`src/rtl/flu_distributor_inum_gen_if.sv`:
```
// INUM handshake between the mask generator and the FLU distributor.
// The master presents a mask; the slave pulses INUM_NEXT to consume it.
interface flu_distributor_inum_gen_if #(
  parameter int OUTPUT_PORTS = 4
);
  logic [OUTPUT_PORTS-1:0] INUM_MASK;
  logic                    INUM_READY;
  logic                    INUM_NEXT;

  modport master (
    output INUM_MASK,
    output INUM_READY,
    input  INUM_NEXT
  );

  modport slave (
    input  INUM_MASK,
    input  INUM_READY,
    output INUM_NEXT
  );
endinterface

```
`src/rtl/flu_distributor_inum_gen.sv`:
```
// Per-frame output-port mask generator for the FLU distributor
// (round-robin / fixed / broadcast) with saturating per-port counters.
module flu_distributor_inum_gen #(
  parameter int OUTPUT_PORTS = 4,
  parameter int SEL_WIDTH    = 2,
  parameter int CNT_WIDTH    = 32
) (
  input  logic                    CLK,
  input  logic                    RESET,
  input  logic [1:0]              MODE,
  input  logic [SEL_WIDTH-1:0]    FIXED_PORT,
  input  logic [OUTPUT_PORTS-1:0] PORT_EN,
  flu_distributor_inum_gen_if.master inum,
  input  logic [SEL_WIDTH-1:0]    STAT_SEL,
  input  logic                    STAT_CLR,
  output logic [CNT_WIDTH-1:0]    STAT_CNT
);

  localparam logic [0:0] S_EMPTY = 1'b0;
  localparam logic [0:0] S_VALID = 1'b1;

  localparam logic [1:0] M_FIXED = 2'b01;
  localparam logic [1:0] M_BCAST = 2'b10;

  localparam logic [CNT_WIDTH-1:0] CNT_MAX = '1;
  localparam logic [SEL_WIDTH-1:0] PTR_INIT =
    SEL_WIDTH'(OUTPUT_PORTS - 1);

  logic [0:0]              state_q, state_d;
  logic [OUTPUT_PORTS-1:0] mask_q, mask_d;
  logic [SEL_WIDTH-1:0]    ptr_q, ptr_d;
  logic [CNT_WIDTH-1:0]    cnt_q [OUTPUT_PORTS];
  logic [CNT_WIDTH-1:0]    cnt_d [OUTPUT_PORTS];
  logic [CNT_WIDTH-1:0]    stat_q, stat_d;

  logic [OUTPUT_PORTS-1:0] rr_mask;
  logic [SEL_WIDTH-1:0]    rr_idx;
  logic [OUTPUT_PORTS-1:0] fix_mask;
  logic [OUTPUT_PORTS-1:0] cand;
  logic                    is_rr;
  logic                    consume;

  // Distance after the pointer ranks ports; the pointer itself ranks last.
  always_comb begin : rr_search
    int best;
    int d;
    best    = OUTPUT_PORTS;
    d       = 0;
    rr_mask = '0;
    rr_idx  = ptr_q;
    for (int i = 0; i < OUTPUT_PORTS; i++) begin
      d = i - int'(ptr_q) - 1;
      if (d < 0) d = d + OUTPUT_PORTS;
      if (PORT_EN[i] && d < best) begin
        best       = d;
        rr_mask    = '0;
        rr_mask[i] = 1'b1;
        rr_idx     = SEL_WIDTH'(i);
      end
    end
  end

  always_comb begin
    fix_mask = '0;
    for (int i = 0; i < OUTPUT_PORTS; i++) begin
      if (PORT_EN[i] && FIXED_PORT == SEL_WIDTH'(i))
        fix_mask[i] = 1'b1;
    end
  end

  always_comb begin
    is_rr = 1'b0;
    unique case (1'b1)
      (MODE == M_FIXED): cand = fix_mask;
      (MODE == M_BCAST): cand = PORT_EN;
      default: begin
        cand  = rr_mask;
        is_rr = 1'b1;
      end
    endcase
  end

  assign consume = (state_q == S_VALID) && inum.INUM_NEXT;

  always_comb begin
    state_d = state_q;
    mask_d  = mask_q;
    ptr_d   = ptr_q;
    if (state_q == S_EMPTY || consume) begin
      if (cand != '0) begin
        mask_d  = cand;
        state_d = S_VALID;
        if (is_rr) ptr_d = rr_idx;
      end else begin
        mask_d  = '0;
        state_d = S_EMPTY;
      end
    end
  end

  // A clear of the selected counter overrides a same-cycle increment.
  always_comb begin
    cnt_d  = cnt_q;
    stat_d = '0;
    for (int i = 0; i < OUTPUT_PORTS; i++) begin
      if (STAT_SEL == SEL_WIDTH'(i)) begin
        stat_d = cnt_q[i];
      end
      if (STAT_CLR && STAT_SEL == SEL_WIDTH'(i)) begin
        cnt_d[i] = '0;
      end else if (consume && mask_q[i] && cnt_q[i] != CNT_MAX) begin
        cnt_d[i] = cnt_q[i] + CNT_WIDTH'(1);
      end
    end
  end

  always_ff @(posedge CLK or negedge RESET) begin
    if (!RESET) begin
      state_q <= S_EMPTY;
      mask_q  <= '0;
      ptr_q   <= PTR_INIT;
      cnt_q   <= '{default: '0};
      stat_q  <= '0;
    end else begin
      state_q <= state_d;
      mask_q  <= mask_d;
      ptr_q   <= ptr_d;
      cnt_q   <= cnt_d;
      stat_q  <= stat_d;
    end
  end

  assign inum.INUM_MASK  = mask_q;
  assign inum.INUM_READY = (state_q == S_VALID);
  assign STAT_CNT        = stat_q;

endmodule

```
`src/flat_wrapper.sv`:
```
// flat-port wrapper written by rule: the top's interface ports become plain ports
module flu_distributor_inum_gen_flat 
#(
  parameter int OUTPUT_PORTS = 4,
  parameter int SEL_WIDTH    = 2,
  parameter int CNT_WIDTH    = 32
)
  (CLK, RESET, MODE, FIXED_PORT, PORT_EN, STAT_SEL, STAT_CLR, STAT_CNT, inum_INUM_MASK, inum_INUM_READY, inum_INUM_NEXT);
  flu_distributor_inum_gen_if #(.OUTPUT_PORTS(OUTPUT_PORTS)) inum_i ();
  input  logic CLK;
  input  logic RESET;
  input  logic [1:0] MODE;
  input  logic [SEL_WIDTH-1:0] FIXED_PORT;
  input  logic [OUTPUT_PORTS-1:0] PORT_EN;
  input  logic [SEL_WIDTH-1:0] STAT_SEL;
  input  logic STAT_CLR;
  output logic [CNT_WIDTH-1:0] STAT_CNT;
  output wire logic [$bits(inum_i.INUM_MASK)-1:0] inum_INUM_MASK;
  output wire logic [$bits(inum_i.INUM_READY)-1:0] inum_INUM_READY;
  input wire logic [$bits(inum_i.INUM_NEXT)-1:0] inum_INUM_NEXT;
  assign inum_INUM_MASK = inum_i.INUM_MASK;
  assign inum_INUM_READY = inum_i.INUM_READY;
  assign inum_i.INUM_NEXT = inum_INUM_NEXT;
  flu_distributor_inum_gen #(.OUTPUT_PORTS(OUTPUT_PORTS), .SEL_WIDTH(SEL_WIDTH), .CNT_WIDTH(CNT_WIDTH)) u_core (.CLK(CLK), .RESET(RESET), .MODE(MODE), .FIXED_PORT(FIXED_PORT), .PORT_EN(PORT_EN), .inum(inum_i), .STAT_SEL(STAT_SEL), .STAT_CLR(STAT_CLR), .STAT_CNT(STAT_CNT));
endmodule
```
`config.mk`:
```
export PLATFORM = sky130hd
export DESIGN_NAME = flu_distributor_inum_gen_flat
export DESIGN_NICKNAME = d
export VERILOG_FILES = /design/src/rtl/flu_distributor_inum_gen_if.sv /design/src/rtl/flu_distributor_inum_gen.sv /design/src/flat_wrapper.sv
export SDC_FILE = /design/constraint.sdc
export NUM_CORES = 1
export LEC_CHECK = 0
export CAP_MARGIN = 20
export CORE_MARGIN = 3
export CORE_UTILIZATION = 37
export CTS_BUF_LIST = sky130_fd_sc_hd__clkbuf_8
export DETAILED_ROUTE_END_ITERATION = 12
export PLACE_DENSITY_LB_ADDON = 0.05
export SLEW_MARGIN = 20
export SYNTH_ARGS = -nofsm -noshare
export SYNTH_HDL_FRONTEND = slang
export SYNTH_SLANG_ARGS = --single-unit
```
`constraint.sdc`:
```
create_clock -name CLK -period 9.2 [get_ports CLK]
set_input_delay 1.84 -clock CLK [delete_from_list [all_inputs] [get_ports CLK]]
set_output_delay 1.84 -clock CLK [all_outputs]
set_load 0.05 [all_outputs]
```
---- Yosys cells after proc, flatten, opt, wreduce, memory -nomap -nowiden ----
Cells that the tools add are included.
word-level totals
  bits in registers ....................... 167
  input port bits ......................... 14
  logic and storage cells ................. 112
operators by class
  add/sub/neg operators ................... 16
  order comparisons ....................... 8
  equality and inequality tests ........... 12
  multiplexer cells ....................... 34
  bitwise operators ....................... 2
  reduce and logical (&&, ||, !) cells .... 32
operator list
  cell                     number
  $mux W32                 19
  $add A32 B1 Y32 const B  4
  $add A32 B4 Y32 const B  4
  $lt A32 B1 Y1 const B    4
  $ne A32 B32 Y1 const B   4
  $sub A32 B2 Y32 const B  4
  $lt A32 B32 Y1           3
  $lt A32 B4 Y1 const B    1
  $logic_and A1 B1 Y1      21
  $mux W4                  4
  $eq A2 B2 Y1 const B     5
  $mux W2                  4
  $pmux W4 S2              1
  $reduce_bool A2 Y1       4
  $reduce_bool A4 Y1       2
  $eq A2 B1 Y1 const B     3
  $mux W1                  6
  $sub A1 B2 Y3 const A    2
  $sub A2 B2 Y3 const A    2
  $logic_not A2 Y1         2
  $reduce_and A4 Y1        1
  $not A1 Y1               2
  $reduce_or A2 Y1         1
  $logic_or A1 B1 Y1       1

---- Logic depth before layout (Yosys ltp) ----
  depth in word-level cells ............... 19
  gate-level depth with buffers ........... 44
  mapped depth without buffers ............ 39

---- Worst setup path after synthesis ----
No wires, ideal clock.
  path type ............................... in2reg
  start ................................... input port PORT_EN[0]
  end ..................................... register u_core.mask_q[0] (netlist: u_core.inum.INUM_MASK[0])
  setup time .............................. 0.120 ns
  arrival time ............................ 8.025 ns
  required time ........................... 9.080 ns
  setup slack ............................. 1.055 ns
  stages on the path ...................... 32
  buffers on the path ..................... 4
  cells stage by stage .................... inv_1 -> nor2_1 -> clkbuf_1 -> clkbuf_1 -> ha_1 -> a2111oi_0 -> nand3b_1 -> mux2_4 -> a2111oi_4 -> nor3_2 -> buf_2 -> nor2_2 -> buf_2 -> a21oi_1 -> ha_1 -> nand4_1 -> or2_2 -> a2111oi_0 -> a211oi_1 -> or3b_2 -> o211ai_2 -> inv_1 -> nand3_1 -> o21ai_0 -> ha_1 -> a21oi_1 -> nor4_1 -> and3_1 -> a21oi_1 -> mux2_4 -> nand2_1 -> a41o_1
between the ends
  longest elaborated chain between the ends .. 14
  elaborated cells on any way between the ends .. 19
RTL lines
  what                    line                             source
  start: declaration      flat_wrapper.sv:14               input logic [OUTPUT_PORTS-1:0] PORT_EN;
  $logic_and A1 B1 Y1     flu_distributor_inum_gen.sv:54   if (PORT_EN[i] && d < best) begin
  $mux W32                flu_distributor_inum_gen.sv:54
  $lt A32 B32 Y1          flu_distributor_inum_gen.sv:54
  $logic_and A1 B1 Y1     flu_distributor_inum_gen.sv:54
  $mux W32                flu_distributor_inum_gen.sv:54
  $lt A32 B32 Y1          flu_distributor_inum_gen.sv:54
  $logic_and A1 B1 Y1     flu_distributor_inum_gen.sv:54
  $mux W32                flu_distributor_inum_gen.sv:54
  $lt A32 B32 Y1          flu_distributor_inum_gen.sv:54
  $logic_and A1 B1 Y1     flu_distributor_inum_gen.sv:54
  $mux W4                 flu_distributor_inum_gen.sv:54
  $pmux W4 S2 (*)         flu_distributor_inum_gen.sv:73   unique case (1'b1)
  $reduce_bool A4 Y1      flu_distributor_inum_gen.sv:90   if (cand != '0) begin
  $mux W4 (*)             flu_distributor_inum_gen.sv:90
  end signal: assignment  flu_distributor_inum_gen.sv:126  mask_q <= mask_d;
  end: declaration        flu_distributor_inum_gen.sv:30   logic [OUTPUT_PORTS-1:0] mask_q, mask_d;
Every way passes the cells marked *; elsewhere a longest branch is shown, timed or not.
A chain may end at the register's enable or synchronous reset.

---- Final worst setup path ----
  start ................................... input port PORT_EN[0]
  end ..................................... register u_core.mask_q[2] (netlist: u_core.inum.INUM_MASK[2])
Same word-level chain as after synthesis.

==> summary.txt <==
status -> finished, final reports clean
Final Cell Area -> 0.0123 mm^2
PnR worst setup slack -> 0.903 ns
WL/cell -> 18.6 um
slew margin rel. -> 24.6%
Critical Path End -> u_core.inum.INUM_MASK[2]$_DFFE_PN0N_
# setup viols final -> 0
DRT antenna net count -> 0
clk sink count -> 167
Core ar. -> 0.0283 mm^2
CP Data Required Time -> 9.55 ns
number of fill cells -> 2764
Synth area leader -> dfrtp_1
post-synthesis mux area share -> 7.64%
Initial Utilization -> 38.2%
Util after Layout -> 43.5%
fin crit share -> 90.2%
Die Y -> 177 um
diodes inserted -> 0
Critical Path Start -> PORT_EN[0]
endpoint type of the worst setup path -> flop
Clock transition at path regs -> 0.09 ns
final setup skew -> 0.0203 ns
die width -> 177 um
dominant synthesized flop cell -> dfrtp_1
Worst-Margin Slew -> 1.12 ns
Reg2Reg Setup Slack -> 0.98 ns
post-synthesis xor/xnor area fraction -> 9.31%
Synth area leaders -> dfrtp_1 (38%), ha_1 (13%), mux4_2 (6.7%)
Yosys reg bits -> 167
vias in the first global route -> 8238
worst-path maximum fanout -> 13
initial antenna violation count -> 0
sequential share of the synthesized area -> 38.7%
DP HPWL -> 21.8 mm
Total GRT Usage -> 19.6%
Post-CTS Setup Inserts -> 0
IO Pins -> 51
CTS tree -> yes
Final Net Count -> 1318
first-pass GRT wire length -> 47.4 mm
critical path arrival -> 8.65 ns
Leak -> 5.66 nW
total gr overflow -> 0
yosys warns -> 0
PnR Total Power -> 2.76 mW
total of max-cap violations -> 0
maximum vdd drop -> 232 uV
root buffer cell -> clkbuf_8
Fin Setup TNS -> 0 ns
worst reg-to-reg path cell count -> 30
routability congestion estimate -> 0.866
post-cts sizing count -> 0
vias post-DR -> 8310
cell with the most instances after synthesis -> nor2_1
Hold Vio Cnt, Final -> 0
crit path kind -> input pin to flop
post-synth top area share -> 38.2%
worst r2r dst -> u_core.inum.INUM_MASK[2]$_DFFE_PN0N_
Max Root-Sink Buffers -> 2
Compound-Gate Fraction of Synth Area -> 8.21%
Cells after Synth -> 1101
power per cell area -> 224 mW/mm^2
Residual DRC -> 0
largest family of logic cells by synthesized area -> simple AND/OR/NAND/NOR gates
Via-to-Cell Ratio -> 5.25
Post-synth top cells -> nor2_1 (166), dfrtp_1 (165), ha_1 (110)
worst reg2reg path startpoint -> u_core.ptr_q[1]$_DFFE_PN1P_
placed cell areas -> 0.0119 mm^2
pins over their slew limit -> 0
Worst Hold Class -> flop to flop
DRT Pass-1 Iters -> 7
die area -> 0.0313 mm^2
CTS Buf Count -> 17
share of post-route cells with drive strength above 1 -> 8.30%
Adder-Cell Fraction of Synth Area -> 13.1%
Post-synth ARST share -> 100%
unrepaired setup endpoints after global routing -> false
Achievable Freq -> 121 MHz
Syn Area/Cell -> 9.82 um^2
post-synthesis cell type count -> 69
largest net degree at the start of global routing -> 102
Post-synth EDFFs -> 0
crit path time final -> 8.30 ns
Post-CTS Hold Fix Bufs -> 0
H-Tree Depth -> 4
PortBufs -> 50
crit start category -> input pin
Row Count -> 61
Initial DRC Count -> 528
Clock Latency Late Sink -> 0.48 ns
P&R area growth vs syn -> 13.9%
Synth Cell Area -> 0.0108 mm^2
final wirelength -> 29.4 mm
pre-CTS WS -> 0.485 ns
Simple-Gate Fraction of Synth Area -> 20.4%
==> layout by cell type, fill, tap and decap left out, drive strengths merged, types with 6 or more instances in the layout <==
| master | n |
|---|---|
| and4 | 11 |
| dfrtp | 165 |
| xnor2 | 47 |
| o21ai | 28 |
| a31oi | 8 |
| buf | 14 |
| mux4 | 32 |
| xor2 | 68 |
| nor2b | 6 |
| clkinv | 7 |
| a211oi | 9 |
| clkbuf | 19 |
| nor2 | 167 |
| and3 | 30 |
| conb | 45 |
| nand2 | 92 |
| a21oi | 39 |
| nor4 | 13 |
| mux2i | 6 |
| nand3 | 56 |
| a21o | 10 |
| o211ai | 8 |
| nand4 | 31 |
| or3 | 12 |
| inv | 43 |
| clkdlybuf4s50 | 47 |
| ha | 110 |
| nor3 | 19 |
==> logic make-up after synthesis <==
| group | Yosys count |
|---|---|
| compound gates | 129 |
| other cells | 2 |
| simple gates | 461 |
| buf+inv | 74 |
| flops | 167 |
| fa+ha+maj | 112 |
| xor+xnor | 115 |
| mux | 41 |
==> layer usage <==
metal	share of wire (%)	up-vias	GRT usage, %
met1	52	4129	29.6
met3	3.2	22	3.30
met4	1.2	0	4.55
met2	44	143	29.2
li1	-	4016	-
met5	0	-	0
==> sequential cells by signal (all words and copies together), names as in the netlist <==
register / cells
u_core.ptr_q: 2
u_core.STAT_CNT: 32
u_core.inum.INUM_MASK: 4
u_core.cnt_q: 128
u_core.inum.INUM_READY: 1
==> worst max-delay path: stages <==
cell and delay [ns]:
clkdlybuf4s50_1 0.48, inv_1 0.12, nor2_1 0.07, ha_1 0.19
a2111oi_0 0.53, nand3b_1 0.14, mux2_4 0.31, a2111oi_4 0.41
nor3_2 0.22, nor2_2 0.39, buf_4 0.24, a31oi_1 0.06
ha_1 0.36, nand4_1 0.10, or2_2 0.29, a2111oi_0 0.39
a211oi_1 0.14, or3b_2 0.50, o211ai_2 0.16, inv_1 0.15
nand3_1 0.10, o21ai_0 0.09, ha_1 0.30, a21oi_1 0.19
nand2_1 0.08, a41oi_1 0.44, nand3_2 0.19, o311a_1 0.17
==> area by class of cell <==
type / instances / area, um^2 / share of cell area, %
clock buffers: 19 / 262 / 2.12
flip-flops and latches: 167 / 4180 / 33.9
inverters: 42 / 158 / 1.28
multi-input cells: 903 / 6520 / 52.9
repair buffers: 61 / 574 / 4.66
clock inverters: 13 / 153 / 1.24
well taps: 378 / 473 / 3.84
==> report_power, final <==
part | internal (mW) | leakage (nW) | switching, mW
clock network | 0.281 | 0.211 | 0.290
logic | 0.556 | 3.14 | 0.819
registers | 0.771 | 2.31 | 0.0475
==> through the flow <==
stage | hold slack [ns] | instances
2_1_floorplan | 0.486 | 1144
3_3_place_gp | 0.535 | 1551
3_5_place_dp | 0.534 | 1551
4_1_cts | 0.548 | 1583
5_1_grt | 0.575 | 1583
6_report | 0.548 | 1583
==> how the worst min path moves through the flow <==
stage / slack, ns / depth (start not counted) / start / endpoint
after floorplan: 0.49 / 2 / u_core.ptr_q[1]$_DFFE_PN1P_ / u_core.ptr_q[1]$_DFFE_PN1P_
after global placement: 0.54 / 2 / u_core.ptr_q[1]$_DFFE_PN1P_ / u_core.ptr_q[1]$_DFFE_PN1P_
after detailed placement: 0.53 / 2 / u_core.ptr_q[1]$_DFFE_PN1P_ / u_core.ptr_q[1]$_DFFE_PN1P_
after CTS: 0.55 / 2 / u_core.ptr_q[1]$_DFFE_PN1P_ / u_core.ptr_q[1]$_DFFE_PN1P_
after global routing: 0.57 / 2 / u_core.ptr_q[1]$_DFFE_PN1P_ / u_core.ptr_q[1]$_DFFE_PN1P_
final: 0.55 / 2 / u_core.ptr_q[1]$_DFFE_PN1P_ / u_core.ptr_q[1]$_DFFE_PN1P_
No activity file was read; power rests on OpenSTA's default activity.
